**src/rtl/pix2axis_if.sv**
```systemverilog
// rtl/pix2axis_if.sv - pixel input and packed AXI-Stream output bundle for pix2axis
interface pix2axis_if;
    logic [7:0]  pix_in;
    logic        pix_valid;
    logic        pix_ready;
    logic [31:0] m_axis_tdata;
    logic [3:0]  m_axis_tkeep;
    logic        m_axis_tvalid;
    logic        m_axis_tlast;
    logic        m_axis_tready;

    // Producer/consumer view: drives pixels and accepts packed words
    modport master (
        output pix_in, pix_valid, m_axis_tready,
        input  pix_ready, m_axis_tdata, m_axis_tkeep, m_axis_tvalid, m_axis_tlast
    );

    // Block view: consumes pixels and emits packed words
    modport slave (
        input  pix_in, pix_valid, m_axis_tready,
        output pix_ready, m_axis_tdata, m_axis_tkeep, m_axis_tvalid, m_axis_tlast
    );
endinterface

```
**src/rtl/pix2axis.sv**
```systemverilog
// rtl/pix2axis.sv - packs 8-bit gray pixels into 32-bit AXI-Stream words with line/frame framing
module pix2axis #(
    parameter int LINE_WIDTH = 1024,
    parameter int LINES      = 1024,
    parameter int FIFO_DEPTH = 4
) (
    input  logic       clk,
    input  logic       rst_n,
    input  logic       soft_clr,
    pix2axis_if.slave  bus,
    output logic       frame_done
);

    localparam int AW = $clog2(FIFO_DEPTH);

    // Word FIFO storage; occupancy has one extra bit so "full" is representable
    logic [31:0] mem_data [FIFO_DEPTH];
    logic [3:0]  mem_keep [FIFO_DEPTH];
    logic        mem_last [FIFO_DEPTH];
    logic        mem_fend [FIFO_DEPTH];
    logic [AW:0]   occ;
    logic [AW-1:0] wr_ptr;
    logic [AW-1:0] rd_ptr;

    // Packer state: lanes 0..2 are held here; lane 3 always completes a word
    logic [1:0]  lane;
    logic [23:0] part;
    logic [10:0] col;
    logic [11:0] line;

    logic        accept;
    logic        push;
    logic        pop;
    logic        last_col;
    logic        last_line;
    logic [31:0] new_word;
    logic [3:0]  new_keep;

    // Ready comes straight from registered occupancy; held low during reset and flush
    assign bus.pix_ready = rst_n && !soft_clr && (occ < (AW+1)'(FIFO_DEPTH));

    // Output side shows the FIFO head whenever it is non-empty, zeros otherwise
    assign bus.m_axis_tvalid = (occ != '0);
    assign bus.m_axis_tdata  = bus.m_axis_tvalid ? mem_data[rd_ptr] : 32'h0;
    assign bus.m_axis_tkeep  = bus.m_axis_tvalid ? mem_keep[rd_ptr] : 4'h0;
    assign bus.m_axis_tlast  = bus.m_axis_tvalid ? mem_last[rd_ptr] : 1'b0;

    // Handshake decode and assembly of the word a completing pixel would push
    always_comb begin
        accept    = bus.pix_valid && bus.pix_ready;
        pop       = bus.m_axis_tvalid && bus.m_axis_tready;
        last_col  = (col == 11'(LINE_WIDTH - 1));
        last_line = (line == 12'(LINES - 1));
        push      = accept && ((lane == 2'd3) || last_col);
        new_word  = 32'h0;
        new_keep  = 4'h0;
        case (lane)
            2'd0: begin
                new_word = {24'h0, bus.pix_in};
                new_keep = 4'b0001;
            end
            2'd1: begin
                new_word = {16'h0, bus.pix_in, part[7:0]};
                new_keep = 4'b0011;
            end
            2'd2: begin
                new_word = {8'h0, bus.pix_in, part[15:0]};
                new_keep = 4'b0111;
            end
            default: begin
                new_word = {bus.pix_in, part};
                new_keep = 4'b1111;
            end
        endcase
    end

    // FIFO payload write; entries are only ever read while occupancy covers them
    always_ff @(posedge clk) begin
        if (push && !soft_clr) begin
            mem_data[wr_ptr] <= new_word;
            mem_keep[wr_ptr] <= new_keep;
            mem_last[wr_ptr] <= last_col;
            mem_fend[wr_ptr] <= last_col && last_line;
        end
    end

    // Control state: packer, position counters, FIFO pointers and frame_done pulse
    always_ff @(posedge clk or negedge rst_n) begin
        if (!rst_n) begin
            occ        <= '0;
            wr_ptr     <= '0;
            rd_ptr     <= '0;
            lane       <= 2'd0;
            part       <= 24'h0;
            col        <= 11'd0;
            line       <= 12'd0;
            frame_done <= 1'b0;
        end else if (soft_clr) begin
            occ        <= '0;
            wr_ptr     <= '0;
            rd_ptr     <= '0;
            lane       <= 2'd0;
            part       <= 24'h0;
            col        <= 11'd0;
            line       <= 12'd0;
            frame_done <= 1'b0;
        end else begin
            frame_done <= pop && mem_fend[rd_ptr];
            if (accept) begin
                if (push) begin
                    lane <= 2'd0;
                    part <= 24'h0;
                end else begin
                    lane <= lane + 2'd1;
                    case (lane)
                        2'd0:    part[7:0]   <= bus.pix_in;
                        2'd1:    part[15:8]  <= bus.pix_in;
                        default: part[23:16] <= bus.pix_in;
                    endcase
                end
                if (last_col) begin
                    col  <= 11'd0;
                    line <= last_line ? 12'd0 : line + 12'd1;
                end else begin
                    col <= col + 11'd1;
                end
            end
            if (push) begin
                wr_ptr <= wr_ptr + 1'b1;
            end
            if (pop) begin
                rd_ptr <= rd_ptr + 1'b1;
            end
            occ <= occ + (AW+1)'(push) - (AW+1)'(pop);
        end
    end

endmodule

```
**src/flat_wrapper.sv**
```systemverilog
// flat-port wrapper written by rule: the top's interface ports become plain ports
module pix2axis_flat 
#(
    parameter int LINE_WIDTH = 1024,
    parameter int LINES      = 1024,
    parameter int FIFO_DEPTH = 4
)
  (clk, rst_n, soft_clr, frame_done, bus_pix_in, bus_pix_valid, bus_m_axis_tready, bus_pix_ready, bus_m_axis_tdata, bus_m_axis_tkeep, bus_m_axis_tvalid, bus_m_axis_tlast);
  pix2axis_if bus_i ();
  input  logic clk;
  input  logic rst_n;
  input  logic soft_clr;
  output logic frame_done;
  input wire logic [$bits(bus_i.pix_in)-1:0] bus_pix_in;
  input wire logic [$bits(bus_i.pix_valid)-1:0] bus_pix_valid;
  input wire logic [$bits(bus_i.m_axis_tready)-1:0] bus_m_axis_tready;
  output wire logic [$bits(bus_i.pix_ready)-1:0] bus_pix_ready;
  output wire logic [$bits(bus_i.m_axis_tdata)-1:0] bus_m_axis_tdata;
  output wire logic [$bits(bus_i.m_axis_tkeep)-1:0] bus_m_axis_tkeep;
  output wire logic [$bits(bus_i.m_axis_tvalid)-1:0] bus_m_axis_tvalid;
  output wire logic [$bits(bus_i.m_axis_tlast)-1:0] bus_m_axis_tlast;
  assign bus_i.pix_in = bus_pix_in;
  assign bus_i.pix_valid = bus_pix_valid;
  assign bus_i.m_axis_tready = bus_m_axis_tready;
  assign bus_pix_ready = bus_i.pix_ready;
  assign bus_m_axis_tdata = bus_i.m_axis_tdata;
  assign bus_m_axis_tkeep = bus_i.m_axis_tkeep;
  assign bus_m_axis_tvalid = bus_i.m_axis_tvalid;
  assign bus_m_axis_tlast = bus_i.m_axis_tlast;
  pix2axis #(.LINE_WIDTH(LINE_WIDTH), .LINES(LINES), .FIFO_DEPTH(FIFO_DEPTH)) u_core (.clk(clk), .rst_n(rst_n), .soft_clr(soft_clr), .bus(bus_i), .frame_done(frame_done));
endmodule
```
**config.mk**
```make
export PLATFORM = sky130hd
export DESIGN_NAME = pix2axis_flat
export DESIGN_NICKNAME = d
export VERILOG_FILES = /design/src/rtl/pix2axis_if.sv /design/src/rtl/pix2axis.sv /design/src/flat_wrapper.sv
export SDC_FILE = /design/constraint.sdc
export NUM_CORES = 1
export LEC_CHECK = 0
export CORE_UTILIZATION = 30
export DETAILED_ROUTE_END_ITERATION = 10
export PLACE_DENSITY = 0.55
export SYNTH_ARGS = -nofsm -noshare
export SYNTH_HDL_FRONTEND = slang
export SYNTH_SLANG_ARGS = --single-unit
```
**constraint.sdc**
```tcl
create_clock -name clk -period 6 [get_ports clk]
set_input_delay 1.8 -clock clk [delete_from_list [all_inputs] [get_ports clk]]
set_output_delay 1.8 -clock clk [all_outputs]
set_load 0.02 [all_outputs]
```
# == Yosys cells after proc, flatten, opt, wreduce, memory -nomap -nowiden ==
# Memories as Yosys holds them, arrays and structs flattened.
# Index checks and enable logic that the tools add are counted.
# totals
inputBits,13
n_memories,4
ff_bits,57
ramBits,152
output_inout_bits,40
# memory_table
memory,depth,width,rd,rd_ports_with_merged_regs,wr,line,rtl
u_core.mem_data,4,32,1,0,1,pix2axis.sv:17,logic [31:0] mem_data [FIFO_DEPTH];
u_core.mem_keep,4,4,1,0,1,pix2axis.sv:18,logic [3:0] mem_keep [FIFO_DEPTH];
u_core.mem_fend,4,1,1,0,1,pix2axis.sv:20,logic mem_fend [FIFO_DEPTH];
u_core.mem_last,4,1,1,0,1,pix2axis.sv:19,logic mem_last [FIFO_DEPTH];
# classes
n_mux,29
addsub,7
n_reduce_logical,23
magnitude_cmp,1
n_eq_ne,6
# op_table
op,count
32-bit one-hot mux with 3 select lines,1
24-bit two-way mux,3
12-bit two-way mux,4
11-bit two-way mux,3
32-bit two-way mux,1
8-bit two-way mux,3
2-bit two-way mux,7
12-bit by 1-bit adder with 12-bit output (second input constant),1
12-bit by 10-bit equality test with 1-bit output (second input constant),1
4-bit one-hot mux with 3 select lines,1
11-bit by 1-bit adder with 11-bit output (second input constant),1
11-bit by 10-bit equality test with 1-bit output (second input constant),1
3-bit nonzero test,3
1-bit logical AND,8
2-bit AND reduction,4
2-bit nonzero test,4
2-bit by 1-bit adder with 2-bit output (second input constant),3
2-bit equality test (second input constant),2
1-bit two-way mux,4
4-bit two-way mux,1
3-bit by 1-bit adder with 3-bit output,1
3-bit less-than comparator (second input constant),1
3-bit two-way mux,1
3-bit by 1-bit inequality test with 1-bit output (second input constant),1
6 further kinds,6

# == Logic depth before layout (Yosys ltp) ==
# Gate-level depths: netlist of the first run.
# depth
depth_word,8
mapped_depth,10
depth_no_buf,10

# == Worst setup path after synthesis of the first run ==
# No wires, ideal clock.
# synth_path
path_kind,input to output
from,input soft_clr
to,output bus_pix_ready
t_arrival_ps,2696
path_slack_ps,1504
required_time_ps,4200
n_path_buf,2
stages,3
cell_sequence,clkbuf_1 -> buf_6 -> nor3b_1
# synth_via
elab_chain_cells,3
# synth_lines
item,line,rtl
"start, declared",flat_wrapper.sv:12,input logic soft_clr;
1-bit logical NOT,pix2axis.sv:40,assign bus.pix_ready = rst_n && !soft_clr && (occ < (AW+1)'(FIFO_DEPTH));
1-bit logical AND (2 in a row),pix2axis.sv:40,
"end, declared",flat_wrapper.sv:17,output wire logic [$bits(bus_i.pix_ready)-1:0] bus_pix_ready;
# No other way between the ends.

# == Final worst setup path of the first run ==
# Same ends and word-level chain as after synthesis.

==> impl_metrics.ini, run 1 <==
[drt]
first_pass_iters = 4
drc = 0
num_vias = 4902
drt_iter0_markers = 351
drt-total-wl_um = 18900
avgRoutedWirePerCell_um = 18.6
routed_via_density = 4.81
ant_nets = 0

[global_routing]
grt_pass1_vias = 5272
antenna_found_initial = 0
track_usage = 0.129
grt_max_degree = 61
grt_pass1_wl_um = 30400
grt.overflow.total = 0

[worst_setup_path]
path_class = input pin to primary output
r2r_start = u_core.lane[0]
arrival_ns = 3.21
cp.required_ns = 4.20
r2r_slack_ns = 2.84
regToRegEndpoint = u_core.mem_data[1][25]
startpoint_type = input pin
crit_fanout = 2
end_kind = primary output
worst_r2r_path_depth = 6

[cts]
cts-hold-fix-buffers = 0
clkSinkCount = 205
cts_buffers = 22
cts-root-buf = clkbuf_16
clk_pin_slew_ns = 0.06
cts_tree = done
cts_resized = 0
htreeDepth = 1
cts_buffer_depth = 3
cts_setup_buffers = 0
insertion_delay_ns = 0.49

[die]
die_x_um = 173
fp.coreArea_um2 = 28800
io-pin-count = 53
initial_core_util = 0.306
fp.dieArea_um2 = 30100
fp.dieH_um = 173
rows = 62

[hold_path]
min_path_type = flop to flop
worstHoldStart = u_core.part[14]
min_delay_path_depth = 1
whs_endpoint = u_core.part[14]

[timing]
final_max_slew_viol_count = 0
finClkSkew_ns = 0.00891
worst_pin_slew_ns = 1.07
max_freq_ghz = 0.200
maxSlewHeadroom = 0.287
tns_ns = 0
rsz0062_at_grt = no
layout_min_cycle_time_ns = 5.01
hold_slack_ns = 0.510
timing.final.ws_setup_ns = 0.990
fin_crit_sh = 0.835
finalHoldViolations = 0
setup_viol_count_final = 0

[finish]
diodes = 0
drive_above_1_share = 0.156
fillers = 2683
multi_input_area_um2 = 2750
area.growth.synth_to_final_pct = 19.2
regArea_um2 = 5870
fin_nets = 648

[power_and_ir_drop]
leakage_uw = 0.00386
p_per_area_nw_per_um2 = 387
ir_drop_uv = 185

[synthesis]
synthArstFlopShare = 0.278
ys_types = 55
synth_nets = 587
yosysMostFrequentCell = edfxtp_1
yosysWarningCount = 0
syn_avg_cell_area_um2 = 15.7
synth_top_area_share = 0.504
synthTopCellsByCount = edfxtp_1, dfrtp_1, and2_1, mux4_2, nor2_1
synth-edff-count = 148
synth.area.top_cells = edfxtp_1, dfrtp_1, mux4_2, and2_1, a22o_1
netlist_area_um2 = 8820
syn_inst = 560
ys_ff_latch = 205
synthFlopType = edfxtp_1
yosysTopAreaCell = edfxtp_1
ys_seq_area_frac = 0.666

[run_status]
status = completed

[placement]
portBuffers = 52
gp_congestion = 0.718
post-place-ws_ns = 0.948
dpl.hpwl_um = 12300

[flow_run]
maxCapViolations = 0
## metal layers
layer  part of all wire  up-vias  GRT usage
met5                  0        -          0
met3              0.040       25     0.0186
met1               0.44     2492      0.170
li1                   -     2279          -
met2               0.50      106      0.226
met4              0.016        0     0.0243
## area by class of cell
class | count | share of cell area
Clock buffer | 29 | 0.0579
Clock inverter | 10 | 0.00905
Inverter | 17 | 0.00607
Multi-Input combinational cell | 310 | 0.262
Sequential cell | 205 | 0.559
Tap cell | 384 | 0.0457
Timing Repair Buffer | 65 | 0.0607
## worst max-delay path by stage
stage / depth (start not counted) / startpoint / end
after floorplan: 3 / soft_clr / bus_pix_ready
after global placement: 3 / soft_clr / bus_pix_ready
after detailed placement: 3 / soft_clr / bus_pix_ready
after CTS: 3 / soft_clr / bus_pix_ready
after global routing: 3 / soft_clr / bus_pix_ready
final: 3 / soft_clr / bus_pix_ready
## cells by family (layout without fill, tap and decap cells)
logic type                 count (synthesis)  after routing  synth area share
AOI/OAI and AO/OA                         72             72            0.0641
xor gates and xnor gates                   9              9           0.00894
adders and majority gates                 14             14            0.0207
buffers and inverters                     45            121            0.0227
DFF                                      205            205             0.666
muxes                                     57             57             0.117
and+or+nand+nor                          158            158             0.100
## sequential cells by signal, summed over array words and instances (netlist names)
signal and cells:
u_core.mem_data 128, u_core.part 24, u_core.line 12, u_core.mem_keep 12
u_core.col 11, u_core.mem_fend 4, u_core.mem_last 4, u_core.occ 3
u_core.lane 2, u_core.rd_ptr 2, u_core.wr_ptr 2, u_core.frame_done 1
## layout by cell type (no fill, tap or decap), types with 12 or more instances in the layout
cell type,synthesis,routed
and2_1,50,46
nand3_1,15,15
inv_1,16,16
nand2_1,22,22
clkbuf_16,0,23
edfxtp_1,148,148
mux4_2,37,37
clkdlybuf4s50_1,0,51
nor2_1,32,32
a21oi_1,12,12
dfrtp_1,57,56
ha_1,13,13
a22o_1,31,31
mux2i_1,18,18
## report_power, final
| group | internal (uW) | switching (uW) | total, uW |
|---|---|---|---|
| Combinational | 587 | 564 | 1150 |
| Clock | 795 | 517 | 1310 |
| Sequential | 1550 | 59.8 | 1610 |
| Total | 2930 | 1140 | 4070 |
## stage by stage
stage | total power [uW] | instance area, um2 | instances | util
floorplan | 2340 | 8820 | 560 | -
global placement | 2810 | 9810 | 981 | 0.341
detailed placement | 2820 | 9810 | 981 | 0.341
CTS | 4140 | 10500 | 1020 | 0.365
global route | 4260 | 10500 | 1020 | 0.365
finish | 4070 | 10500 | 1020 | 0.365
## critical path, cell delays in order
cell and delay [ns]:
clkdlybuf4s50_1 0.47, nor3b_1 0.28, clkdlybuf4s50_1 0.65
No activity file was read; power rests on OpenSTA's default activity.
==> inputs of run 2 (changes only) <==
Settings changed: PLACE_DENSITY 0.55 to 0.57.
Clock period 6 ns to 4.6 ns, I/O delays scaled along.
==> run 2 against run 1 <==
Compared with the run above: combinational power up 37%; total power up 32%; wire length down 0.27%.
==> impl_metrics.ini, run 2 (synthesis results as in run 1) <==
[run_status]
status = completed

[timing]
worst_pin_slew_ns = 1.02
maxSlewHeadroom = 0.319
finClkSkew_ns = 0.0255
fin_crit_sh = 0.907
finalHoldViolations = 0
setup_viol_count_final = 0
rsz0062_at_grt = no
max_freq_ghz = 0.240
layout_min_cycle_time_ns = 4.17
final_max_slew_viol_count = 0
tns_ns = 0

[worst_setup_path]
worst_r2r_path_depth = 10
r2r_start = u_core.lane[0]
crit_fanout = 2
cp_slowest_stage_delay_ns = 0.65
path_cells = clkdlybuf4s50_1 -> nor3b_1 -> clkdlybuf4s50_1
regToRegEndpoint = u_core.occ[2]
r2r_slack_ns = 1.56
crit_top_cell = clkdlybuf4s50_1
crit_slowest_cell = clkdlybuf4s50_1
path_class = input pin to primary output
crit_buf_inv = 2
crit_family = buffers and inverters
end_kind = primary output
arrival_ns = 2.79
cp.required_ns = 3.22
startpoint_type = input pin

[flow_run]
maxCapViolations = 0

[finish]
fin_nets = 649
regArea_um2 = 5870
largestRegisters = u_core.mem_data x128, u_core.part x24
largest_reg_flops = 128
fillers = 2677
multi_input_area_um2 = 2750
regMostFlops = u_core.mem_data
drive_above_1_share = 0.157
diodes = 0
final_cell_mix = edfxtp_1, dfrtp_1, clkdlybuf4s50_1
final_common_cell = edfxtp_1
area.growth.synth_to_final_pct = 19.6
finalNonFillerCells = 1021

[die]
rows = 62
die_x_um = 173
io-pin-count = 53
fp.coreArea_um2 = 28800
initial_core_util = 0.306
fp.dieH_um = 173
fp.dieArea_um2 = 30100

[cts]
cts_resized = 0
cts-hold-fix-buffers = 0
clkSinkCount = 205
htreeDepth = 1
insertion_delay_ns = 0.51
cts_buffers = 22
cts_setup_buffers = 0
cts_buffer_depth = 3
cts-root-buf = clkbuf_16
clk_pin_slew_ns = 0.06
cts_tree = done

[power_and_ir_drop]
p_sw_frac = 0.282
power_uw = 5380
pwr-share-clk = 0.327
p_switching_uw = 1520
combPwrFrac = 0.292
seqPwrFrac = 0.381
ir_drop_uv = 297
leakage_uw = 0.00387
p_int_uw = 3870
p_per_area_nw_per_um2 = 510

[global_routing]
track_usage = 0.126
grt_pass1_wl_um = 29800
antenna_found_initial = 0
grt.overflow.total = 0
grt_pass1_vias = 5329
grt_max_degree = 61

[placement]
dpl.hpwl_um = 11800
gp_congestion = 0.811
dp_cells = 982
portBuffers = 52

[hold_path]
whs_endpoint = u_core.part[8]
min_delay_path_depth = 1
min_path_type = flop to flop
worstHoldStart = u_core.part[8]

[drt]
num_vias = 5030
drt_iter0_markers = 322
drc = 0
drt-total-wl_um = 18900
routed_via_density = 4.93
first_pass_iters = 5
avgRoutedWirePerCell_um = 18.5
ant_nets = 0
run 2: layer usage:
layer	vias up	track usage	wire (um)
met3	26	0.0202	757
met1	2615	0.163	8220
met5	-	0	0
met2	118	0.222	9650
met4	0	0.0295	252
li1	2271	-	-
run 2: worst max path at each step:
| stage | from | to | cells past startpoint | slack (ns) |
|---|---|---|---|---|
| floorplan | soft_clr | bus_pix_ready | 3 | 0.94 |
| global placement | soft_clr | bus_pix_ready | 3 | 0.40 |
| detailed placement | soft_clr | bus_pix_ready | 3 | 0.42 |
| CTS | soft_clr | bus_pix_ready | 3 | 0.40 |
| global route | soft_clr | bus_pix_ready | 3 | 0.39 |
| finish | soft_clr | bus_pix_ready | 3 | 0.43 |
run 2: metrics by stage:
| step | hold slack, ns | util | instance area [um2] | worst slack [ns] |
|---|---|---|---|---|
| after floorplan | 0.460 | - | 8820 | 0.944 |
| after global placement | 0.486 | 0.341 | 9820 | 0.396 |
| after detailed placement | 0.496 | 0.341 | 9820 | 0.419 |
| after CTS | 0.509 | 0.367 | 10500 | 0.397 |
| after global routing | 0.536 | 0.367 | 10500 | 0.386 |
| final | 0.509 | 0.367 | 10500 | 0.428 |
run 2: worst reg2reg max path, cell delays in order (launching register included):
cell and delay, ns:
dfrtp_1 0.40, ha_1 0.86, inv_1 0.14, o41a_2 0.23
nor3_4 0.29, ha_1 0.19, inv_1 0.05, fa_1 0.37
xor2_1 0.18, xnor2_1 0.14, nor2_1 0.05
run 2: power by group through the flow:
stage	clock network, uW	registers, uW	logic [uW]
after floorplan	0	2080	975
after global placement	0	2080	1590
after detailed placement	0	2090	1610
after CTS	1800	2050	1620
after global routing	1880	2050	1700
final	1760	2050	1570
run 2: cell type report:
class,instances,area share
flip-flops and latches,205,0.557
well taps,384,0.0455
clock inverters,12,0.0139
inverters,17,0.00605
multi-input cells,310,0.261
clock buffers,27,0.0549
repair buffers,66,0.0624
